### src/rtl/song_reader.sv
// Song sequencer: steps through a 4x32 song ROM and hands each note/duration to the note player.
// Optional build macro SONG_READER_LOOP_EN: repeat the song forever instead of stopping at its end.
module song_reader (
  input  logic       clk,
  input  logic       reset,
  input  logic       play,
  input  logic [1:0] song,
  input  logic       note_done,
  output logic [5:0] note_to_load,
  output logic [5:0] duration_to_load,
  output logic       load_new_note,
  output logic       song_done
);

  typedef enum logic [2:0] {
    IDLE,
    FETCH,
    ROM_WAIT,
    LOAD,
    ARM,
    WAIT_DONE
  } state_t;

  state_t      state_q, state_d;
  logic [4:0]  idx_q, idx_d;
  logic [5:0]  note_q, note_d;
  logic [5:0]  dur_q, dur_d;
  logic        load_q, load_d;
  logic        done_q, done_d;
  logic [1:0]  song_q;
  logic        armed_q;
  logic [11:0] rom_q;
  logic        song_change;

  // Song table, word = {note[5:0], duration[5:0]}; duration 0 marks the end of a song.
  function automatic logic [11:0] rom_word(input logic [1:0] s, input logic [4:0] i);
    logic [5:0] n;
    logic [5:0] d;
    n = 6'd0;
    d = 6'd0;
    case (s)
      2'd0: begin
        n = 6'(i) + 6'd5;
        d = 6'(i) + 6'd10;
      end
      2'd1: begin
        case (i)
          5'd0:    begin n = 6'd12; d = 6'd8; end
          5'd1:    begin n = 6'd0;  d = 6'd4; end
          default: begin n = 6'd0;  d = 6'd0; end
        endcase
      end
      2'd2: begin
        n = 6'd40 - 6'(i);
        d = 6'(i) + 6'd20;
      end
      default: begin
        n = 6'(i);
        d = 6'd2;
      end
    endcase
    return {n, d};
  endfunction

  // NOTE: the ROM output register is a memory read port, so it carries no reset.
  always_ff @(posedge clk) begin
    rom_q <= rom_word(song, idx_q);
  end

  assign song_change = armed_q && (song != song_q);

  // NOTE: every always_comb output gets a default first so no path can infer a latch.
  always_comb begin
    state_d = state_q;
    idx_d   = idx_q;
    note_d  = note_q;
    dur_d   = dur_q;
    load_d  = 1'b0;
`ifdef SONG_READER_LOOP_EN
    done_d  = 1'b0;
`else
    done_d  = done_q;
`endif

    if (song_change) begin
      idx_d   = 5'd0;
      done_d  = 1'b0;
      state_d = play ? FETCH : IDLE;
    end else if (play) begin
      case (state_q)
        IDLE:     if (!done_q) state_d = FETCH;
        FETCH:    state_d = ROM_WAIT;
        ROM_WAIT: begin
          if (rom_q[5:0] == 6'd0) begin
            done_d = 1'b1;
`ifdef SONG_READER_LOOP_EN
            idx_d   = 5'd0;
            state_d = FETCH;
`else
            state_d = IDLE;
`endif
          end else begin
            note_d  = rom_q[11:6];
            dur_d   = rom_q[5:0];
            load_d  = 1'b1;
            state_d = LOAD;
          end
        end
        LOAD:     state_d = ARM;
        ARM:      state_d = WAIT_DONE;
        WAIT_DONE: begin
          if (note_done) begin
            if (idx_q == 5'd31) begin
              done_d = 1'b1;
`ifdef SONG_READER_LOOP_EN
              idx_d   = 5'd0;
              state_d = FETCH;
`else
              state_d = IDLE;
`endif
            end else begin
              idx_d   = idx_q + 5'd1;
              state_d = FETCH;
            end
          end
        end
        default:  state_d = IDLE;
      endcase
    end
  end

  // NOTE: sequential state uses non-blocking assignments so every flop samples pre-edge values.
  always_ff @(posedge clk or posedge reset) begin
    if (reset) begin
      state_q <= IDLE;
      idx_q   <= 5'd0;
      note_q  <= 6'd0;
      dur_q   <= 6'd0;
      load_q  <= 1'b0;
      done_q  <= 1'b0;
      song_q  <= 2'd0;
      armed_q <= 1'b0;
    end else begin
      state_q <= state_d;
      idx_q   <= idx_d;
      note_q  <= note_d;
      dur_q   <= dur_d;
      load_q  <= load_d;
      done_q  <= done_d;
      song_q  <= song;
      armed_q <= 1'b1;
    end
  end

  assign note_to_load     = note_q;
  assign duration_to_load = dur_q;
  assign load_new_note    = load_q;
  assign song_done        = done_q;

endmodule

### config.mk
export PLATFORM = sky130hd
export DESIGN_NAME = song_reader
export DESIGN_NICKNAME = d
export VERILOG_FILES = /design/src/rtl/song_reader.sv
export SDC_FILE = /design/constraint.sdc
export NUM_CORES = 1
export LEC_CHECK = 0
export BUFFER_PORTS_ARGS = -buffer_cell sky130_fd_sc_hd__buf_2
export CAP_MARGIN = 20
export CORE_MARGIN = 1.5
export CORE_UTILIZATION = 55
export CTS_BUF_LIST = sky130_fd_sc_hd__clkbuf_4 sky130_fd_sc_hd__clkbuf_8
export DETAILED_ROUTE_END_ITERATION = 8
export PLACE_DENSITY = 0.75
export SYNTH_ARGS = -nofsm -noshare
export SYNTH_HDL_FRONTEND = slang
export SYNTH_SLANG_ARGS = --single-unit
### constraint.sdc
create_clock -name clk -period 3.3 [get_ports clk]
set_input_delay 0.66 -clock clk [delete_from_list [all_inputs] [get_ports clk]]
set_output_delay 0.66 -clock clk [all_outputs]
set_load 0.02 [all_outputs]
==> run metrics, run 1 <==
CTS resizes 0; share of layout cells above drive strength 1 21.11%; total net switching power 361.6 uW; Worst Skew 0.007447 ns; startpoint types input port; Tmin final 2.262 ns; max_slew headroom 38.55%; share of the synthesized area in the top cell type 33.22%; Power Total 1170 uW; Synth Flop Type dfrtp_1; Pint 808.9 uW; # rows 21; Post CTS Setup Buffer Count 0; Hold WC Path Type reg2reg; ant diodes 0; Worst-path clk slew 0.12 ns; final setup TNS 0 ns; Final Slew Violations 0; Post-CTS Hold Buffers 0; Total GRT Usage 21.78%; EDFF count, synth 0; CTS Buf Count 5; H-tree depth 2; post-synthesis async set-or-reset flop share 67.57%; port bufs 19; Clock Tree Buf Depth 2; first-pass GRT wire length 6016 um; DRC 0; unrepaired setup endpoints after global routing no; number of synthesized register bits 37; vias in the first global route 1310; max cap viols 0; count leader, synth dfrtp_1; yosys warns 0; Gate power share 24.0%; Remaining Overflow, GRT 0; CP Class in2reg; peak supply drop 0.0002382 V; clock root cell clkbuf_4; Net Count, Synth 201; largest net degree at the start of global routing 27; Avg Synthesized Cell Area 10.23 um^2; routed vias 1373; count of cell types in the netlist 43; clock power share 27.3%; P per Cell Area 570.4 nW/um^2; CTS sink cnt 37; top cells by count, synth dfrtp_1, nor2_1, a21oi_1, dfxtp_1, ha_1; die width 61.51 um; I/O pin total 20; mapped cell area 1883 um^2; Via density 5.604; sequential area share after synthesis 45.98%; routed len/inst 14.97 um; cell leakage power 0.0009741 uW; worst skew pair latency 0.34 ns; critical path required time 3.54 ns; Slowest cell on crit path or3_1; worst-path fanout max 26; max incr delay on CP 0.65 ns; Switching Share 30.89%; Reg power frac 48.7%; Arr. time, crit path 2.50 ns; FMAX 0.4421 GHz; Core ar. 3311 um^2; GPL Wtd Cong 0.8700; die span in y 61.51 um; Fin. Hold Viols 0; total die area 3783 um^2; CP Capture Type flop; Cells after Synth 184; TritonCTS clock tree done; worst slew pin tran 0.9207 ns; Post-DP HPWL 2557 um; Initial Utilization 56.88%; number of antenna-violating nets in the routed design 0; cell taking the most area after synthesis dfrtp_1; largest cells by area after synthesis dfrtp_1, dfxtp_1, ha_1; Post-layout nets 215; initial antenna violation count 0; area delta synth->final 8.970%; drt first pass iters 4; period utilisation layout 68.54%; Starting DRT DRC Count 87; Final setup violation count 0; crit-path cells buf_2, xnor2_1, a21boi_1, buf_4, or3_1, mux2_4; status finished, final reports clean; final WL 3667 um
layer usage:
| metal | global-route usage (%) | routed length, um |
|---|---|---|
| met5 | 0 | 0 |
| met4 | 10.33 | 98 |
| met3 | 5.882 | 143 |
| met2 | 35.79 | 1831 |
| met1 | 26.41 | 1593 |
layout make-up:
class	count	area [um^2]
Clock buffer	5	37.54
Clock inverter	3	46.29
Fill cell	285	1259
Inverter	10	37.54
Multi-Input combinational cell	124	904.6
Sequential cell	37	865.8
Tap cell	46	57.56
Timing Repair Buffer	20	102.6
cells in the final DEF (no fill, tap or decap), drive strengths merged, types with 2 or more instances in the layout:
cell and instances:
nor2 19, nand3 7, clkbuf 5, nand3b 3, nand2 6, buf 20, nand2b 3, nor3 2
dfxtp 12, xor2 2, o211ai 2, ha 11, a211oi 4, mux2 12, a21oi 12, mux2i 2
a31oi 2, nor2b 5, o21ai 7, inv 10, and2 2, dfrtp 25, o31ai 2, xnor2 6
critical path, delay by kind of cell:
family | cells | cell delay [ns]
buffers and inverters | 2 | 0.53
AND/OR/NAND/NOR | 1 | 0.65
multiplexers | 1 | 0.40
AO/OA/AOI/OAI | 1 | 0.08
XOR/XNOR | 1 | 0.17
kinds of logic after synthesis:
logic type | Yosys count | synth area share [%]
buffers and inverters | 23 | 5.980
multiplexers | 14 | 10.03
adder cells (fa/ha/maj) | 11 | 7.309
AO/OA/AOI/OAI | 37 | 12.62
AND/OR/NAND/NOR | 53 | 14.15
other | 1 | 0.1991
flip-flops | 37 | 45.98
XOR/XNOR | 8 | 3.721
sequential cells by signal (all words and copies together), names as in the netlist:
signal / flops
rom_q: 12
duration_to_load: 6
note_to_load: 6
idx_q: 5
state_q: 3
song_q: 2
armed_q: 1
load_new_note: 1
song_done: 1
power by group through the flow:
stage | Combinational, uW | Sequential [uW] | Clock [uW]
2_1_floorplan | 148 | 627 | 0
3_3_place_gp | 272 | 572 | 0
3_5_place_dp | 282 | 577 | 0
4_1_cts | 284 | 570 | 326
5_1_grt | 305 | 579 | 349
6_report | 281 | 570 | 319
final timing paths:
kind | endpoint | startpoint | cells after the start | slack (ns)
worst max-delay path | note_to_load[2]$_DFFE_PP0P_ | song[1] | 6 | 1.04
worst min-delay path | note_to_load[4]$_DFFE_PP0P_ | rom_q[10]$_DFF_P_ | 1 | 0.47
worst max register to register | idx_q[1]$_DFFE_PP0P_ | idx_q[0]$_DFFE_PP0P_ | 6 | 1.16
worst min register to register | note_to_load[4]$_DFFE_PP0P_ | rom_q[10]$_DFF_P_ | 1 | 0.47
max in group asynchronous | song_q[0]$_DFF_PP0_ | reset | 2 | 2.23
min in group asynchronous | duration_to_load[4]$_DFFE_PP0P_ | reset | 2 | 0.50
through the flow:
stage / worst slack [ns] / util, % / area [um^2] / cells / hold WS (ns)
2_1_floorplan: 1.238 / - / 1883 / 184 / 0.4399
3_3_place_gp: 0.7640 / 59.45 / 1968 / 237 / 0.4490
3_5_place_dp: 0.6801 / 59.45 / 1968 / 237 / 0.4524
4_1_cts: 1.060 / 61.98 / 2052 / 245 / 0.4803
5_1_grt: 0.9348 / 61.98 / 2052 / 245 / 0.4812
6_report: 1.038 / 61.98 / 2052 / 245 / 0.4725
No activity file was read; power rests on OpenSTA's default activity.
==> run 2, diff against run 1 <==
==> constraint.sdc (replaced) <==
create_clock -name clk -period 2.2 [get_ports clk]
set_input_delay 0.44 -clock clk [delete_from_list [all_inputs] [get_ports clk]]
set_output_delay 0.44 -clock clk [all_outputs]
set_load 0.02 [all_outputs]
==> run 2 against run 1 <==
  * Via count fell by 0.87%
  * Sequential share of layout area fell by 0.26 points
  * Die area did not move
  * Clock skew is 0.0038 ns lower
  * Clock power is 13% higher
  * Critical path type is now reg2reg
  * Largest power group unchanged
  * Highest routed layer unchanged
==> run metrics, run 2 (synthesis results as in run 1) <==
Remaining Overflow, GRT 0 (unchanged); fillcell total 290 (+1.8%); Power Total 1631 uW (+39%); I/O pin total 20 (unchanged); status finished, final reports clean; cell leakage power 0.0009897 uW (+1.6%); Switching Share 32.38% (+1.5 points); die width 61.51 um (unchanged); ant diodes 0 (unchanged); area delta synth->final 9.635%; Post-layout nets 220 (+2.3%); CTS Buf Count 5 (unchanged); Fin. Hold Viols 0 (unchanged); max cap viols 0 (unchanged); CP Class reg2reg; P per Cell Area 790.1 nW/um^2 (+39%); Arr. time, crit path 2.22 ns (-0.28 ns); port bufs 19 (unchanged); Initial Utilization 56.88% (unchanged); FMAX 0.5049 GHz; initial antenna violation count 0 (unchanged); total net switching power 528.1 uW (+46%); Reg power frac 52.1% (+3.4 points); worst skew pair latency 0.34 ns (about the same); Post-DP HPWL 2569 um (+0.49%); R2R Path End duration_to_load[2]$_DFFE_PP0P_; clock root cell clkbuf_4; r2r startpoint state_q[2]$_DFFE_PP0P_; max reg flops 12 (unchanged); Tmin final 1.981 ns; max_slew headroom 55.63% (+17 points); first-pass GRT wire length 5678 um (-5.6%); Starting DRT DRC Count 104 (+20%); Core ar. 3311 um^2 (unchanged); CTS sink cnt 37 (unchanged); clock power share 22.1% (-5.2 points); most common cell after layout, fill and taps aside dfrtp_1; total die area 3783 um^2 (unchanged); most frequent cells in the layout dfrtp_1, nor2_1, buf_2; Pint 1103 uW (+36%); startpoint types flop; drt first pass iters 4 (unchanged); peak supply drop 0.0003497 V (+47%); GPL Wtd Cong 0.9112 (+4.7%); routed len/inst 13.80 um (-7.8%); unrepaired setup endpoints after global routing no; largest net degree at the start of global routing 26 (-3.7%); final setup TNS 0 ns (unchanged); R2R depth 4 (-2); Top reg by flops rom_q; worst-path fanout max 13 (-50%); final WL 3451 um (-5.9%); Post CTS Setup Buffer Count 0 (unchanged); Gate power share 25.7% (+1.7 points); Final setup violation count 0 (unchanged); Via density 5.444 (-2.9%); share of layout cells above drive strength 1 23.04% (+1.9 points); vias in the first global route 1248 (-4.7%); routed vias 1361 (-0.87%); Total GRT Usage 20.77% (-1.0 points); Clock Tree Buf Depth 2 (unchanged); DRC 0 (unchanged); period utilisation layout 90.03%; worst slew pin tran 0.6656 ns (-0.2551 ns); TritonCTS clock tree done; CTS resizes 0 (unchanged); H-tree depth 2 (unchanged); Final Slew Violations 0 (unchanged); Final Core Density 62.36% (+0.38 points); reg-to-reg slack, setup 0.22 ns (-0.94 ns); number of antenna-violating nets in the routed design 0 (unchanged); Post-CTS Hold Buffers 0 (unchanged); CP Capture Type flop; Worst Skew 0.003638 ns (-0.003810 ns); Worst-path clk slew 0.12 ns (about the same); # rows 21 (unchanged); critical path required time 2.44 ns (-1.10 ns); die span in y 61.51 um (unchanged); Hold WC Path Type in2async
==> run 2: layout make-up <==
cell class | instances | area (um^2) | area share [%]
clock inverter | 3 | 21.27 | 1.030
sequential | 37 | 865.8 | 41.94
clock buffer | 5 | 37.54 | 1.818
multi-input combinational | 124 | 904.6 | 43.82
tap | 46 | 57.56 | 2.788
timing repair buffer | 25 | 140.1 | 6.788
inverter | 10 | 37.54 | 1.818
==> run 2: stage by stage <==
step,setup WS (ns),cells,hold slack [ns],area [um^2]
after global placement,0.2194,242,0.4157,2006
after CTS,0.2175,250,0.04773,2064
after detailed placement,0.1649,242,0.4240,2006
after floorplan,0.3579,184,0.4399,1883
final,0.2193,250,0.03998,2064
after global routing,0.1218,250,0.07280,2064
==> run 2: how the worst max path moves through the flow <==
| stage | startpoint | endpoint | slack (ns) | cells after the start |
|---|---|---|---|---|
| floorplan | song[0] | duration_to_load[0]$_DFFE_PP0P_ | 0.36 | 7 |
| detailed placement | song[1] | duration_to_load[2]$_DFFE_PP0P_ | 0.16 | 5 |
| finish | state_q[2]$_DFFE_PP0P_ | duration_to_load[2]$_DFFE_PP0P_ | 0.22 | 4 |
| global route | state_q[2]$_DFFE_PP0P_ | duration_to_load[3]$_DFFE_PP0P_ | 0.12 | 4 |
| global placement | song[1] | note_to_load[4]$_DFFE_PP0P_ | 0.22 | 5 |
| CTS | state_q[2]$_DFFE_PP0P_ | duration_to_load[2]$_DFFE_PP0P_ | 0.22 | 4 |
==> run 2: worst max-delay path, stage by stage (launching register included) <==
cell	delay (ns)
dfrtp_1	0.46
and2b_1	0.24
nand3b_1	0.10
or3_1	0.68
mux2_4	0.40
==> run 2: per-layer routing <==
metal / vias up / routed length (um) / track usage [%]
li1: 662 / - / -
met1: 655 / 1581 / 25.85
met2: 36 / 1692 / 32.93
met3: 8 / 117 / 5.882
met4: 0 / 59 / 10.33
met5: - / 0 / 0
==> run 2: power groups by stage <==
stage / clock network (uW) / registers [uW] / logic (uW)
detailed placement: 0 / 865 / 425
global placement: 0 / 857 / 415
floorplan: 0 / 941 / 222
CTS: 370 / 852 / 425
global route: 404 / 867 / 458
finish: 361 / 851 / 420
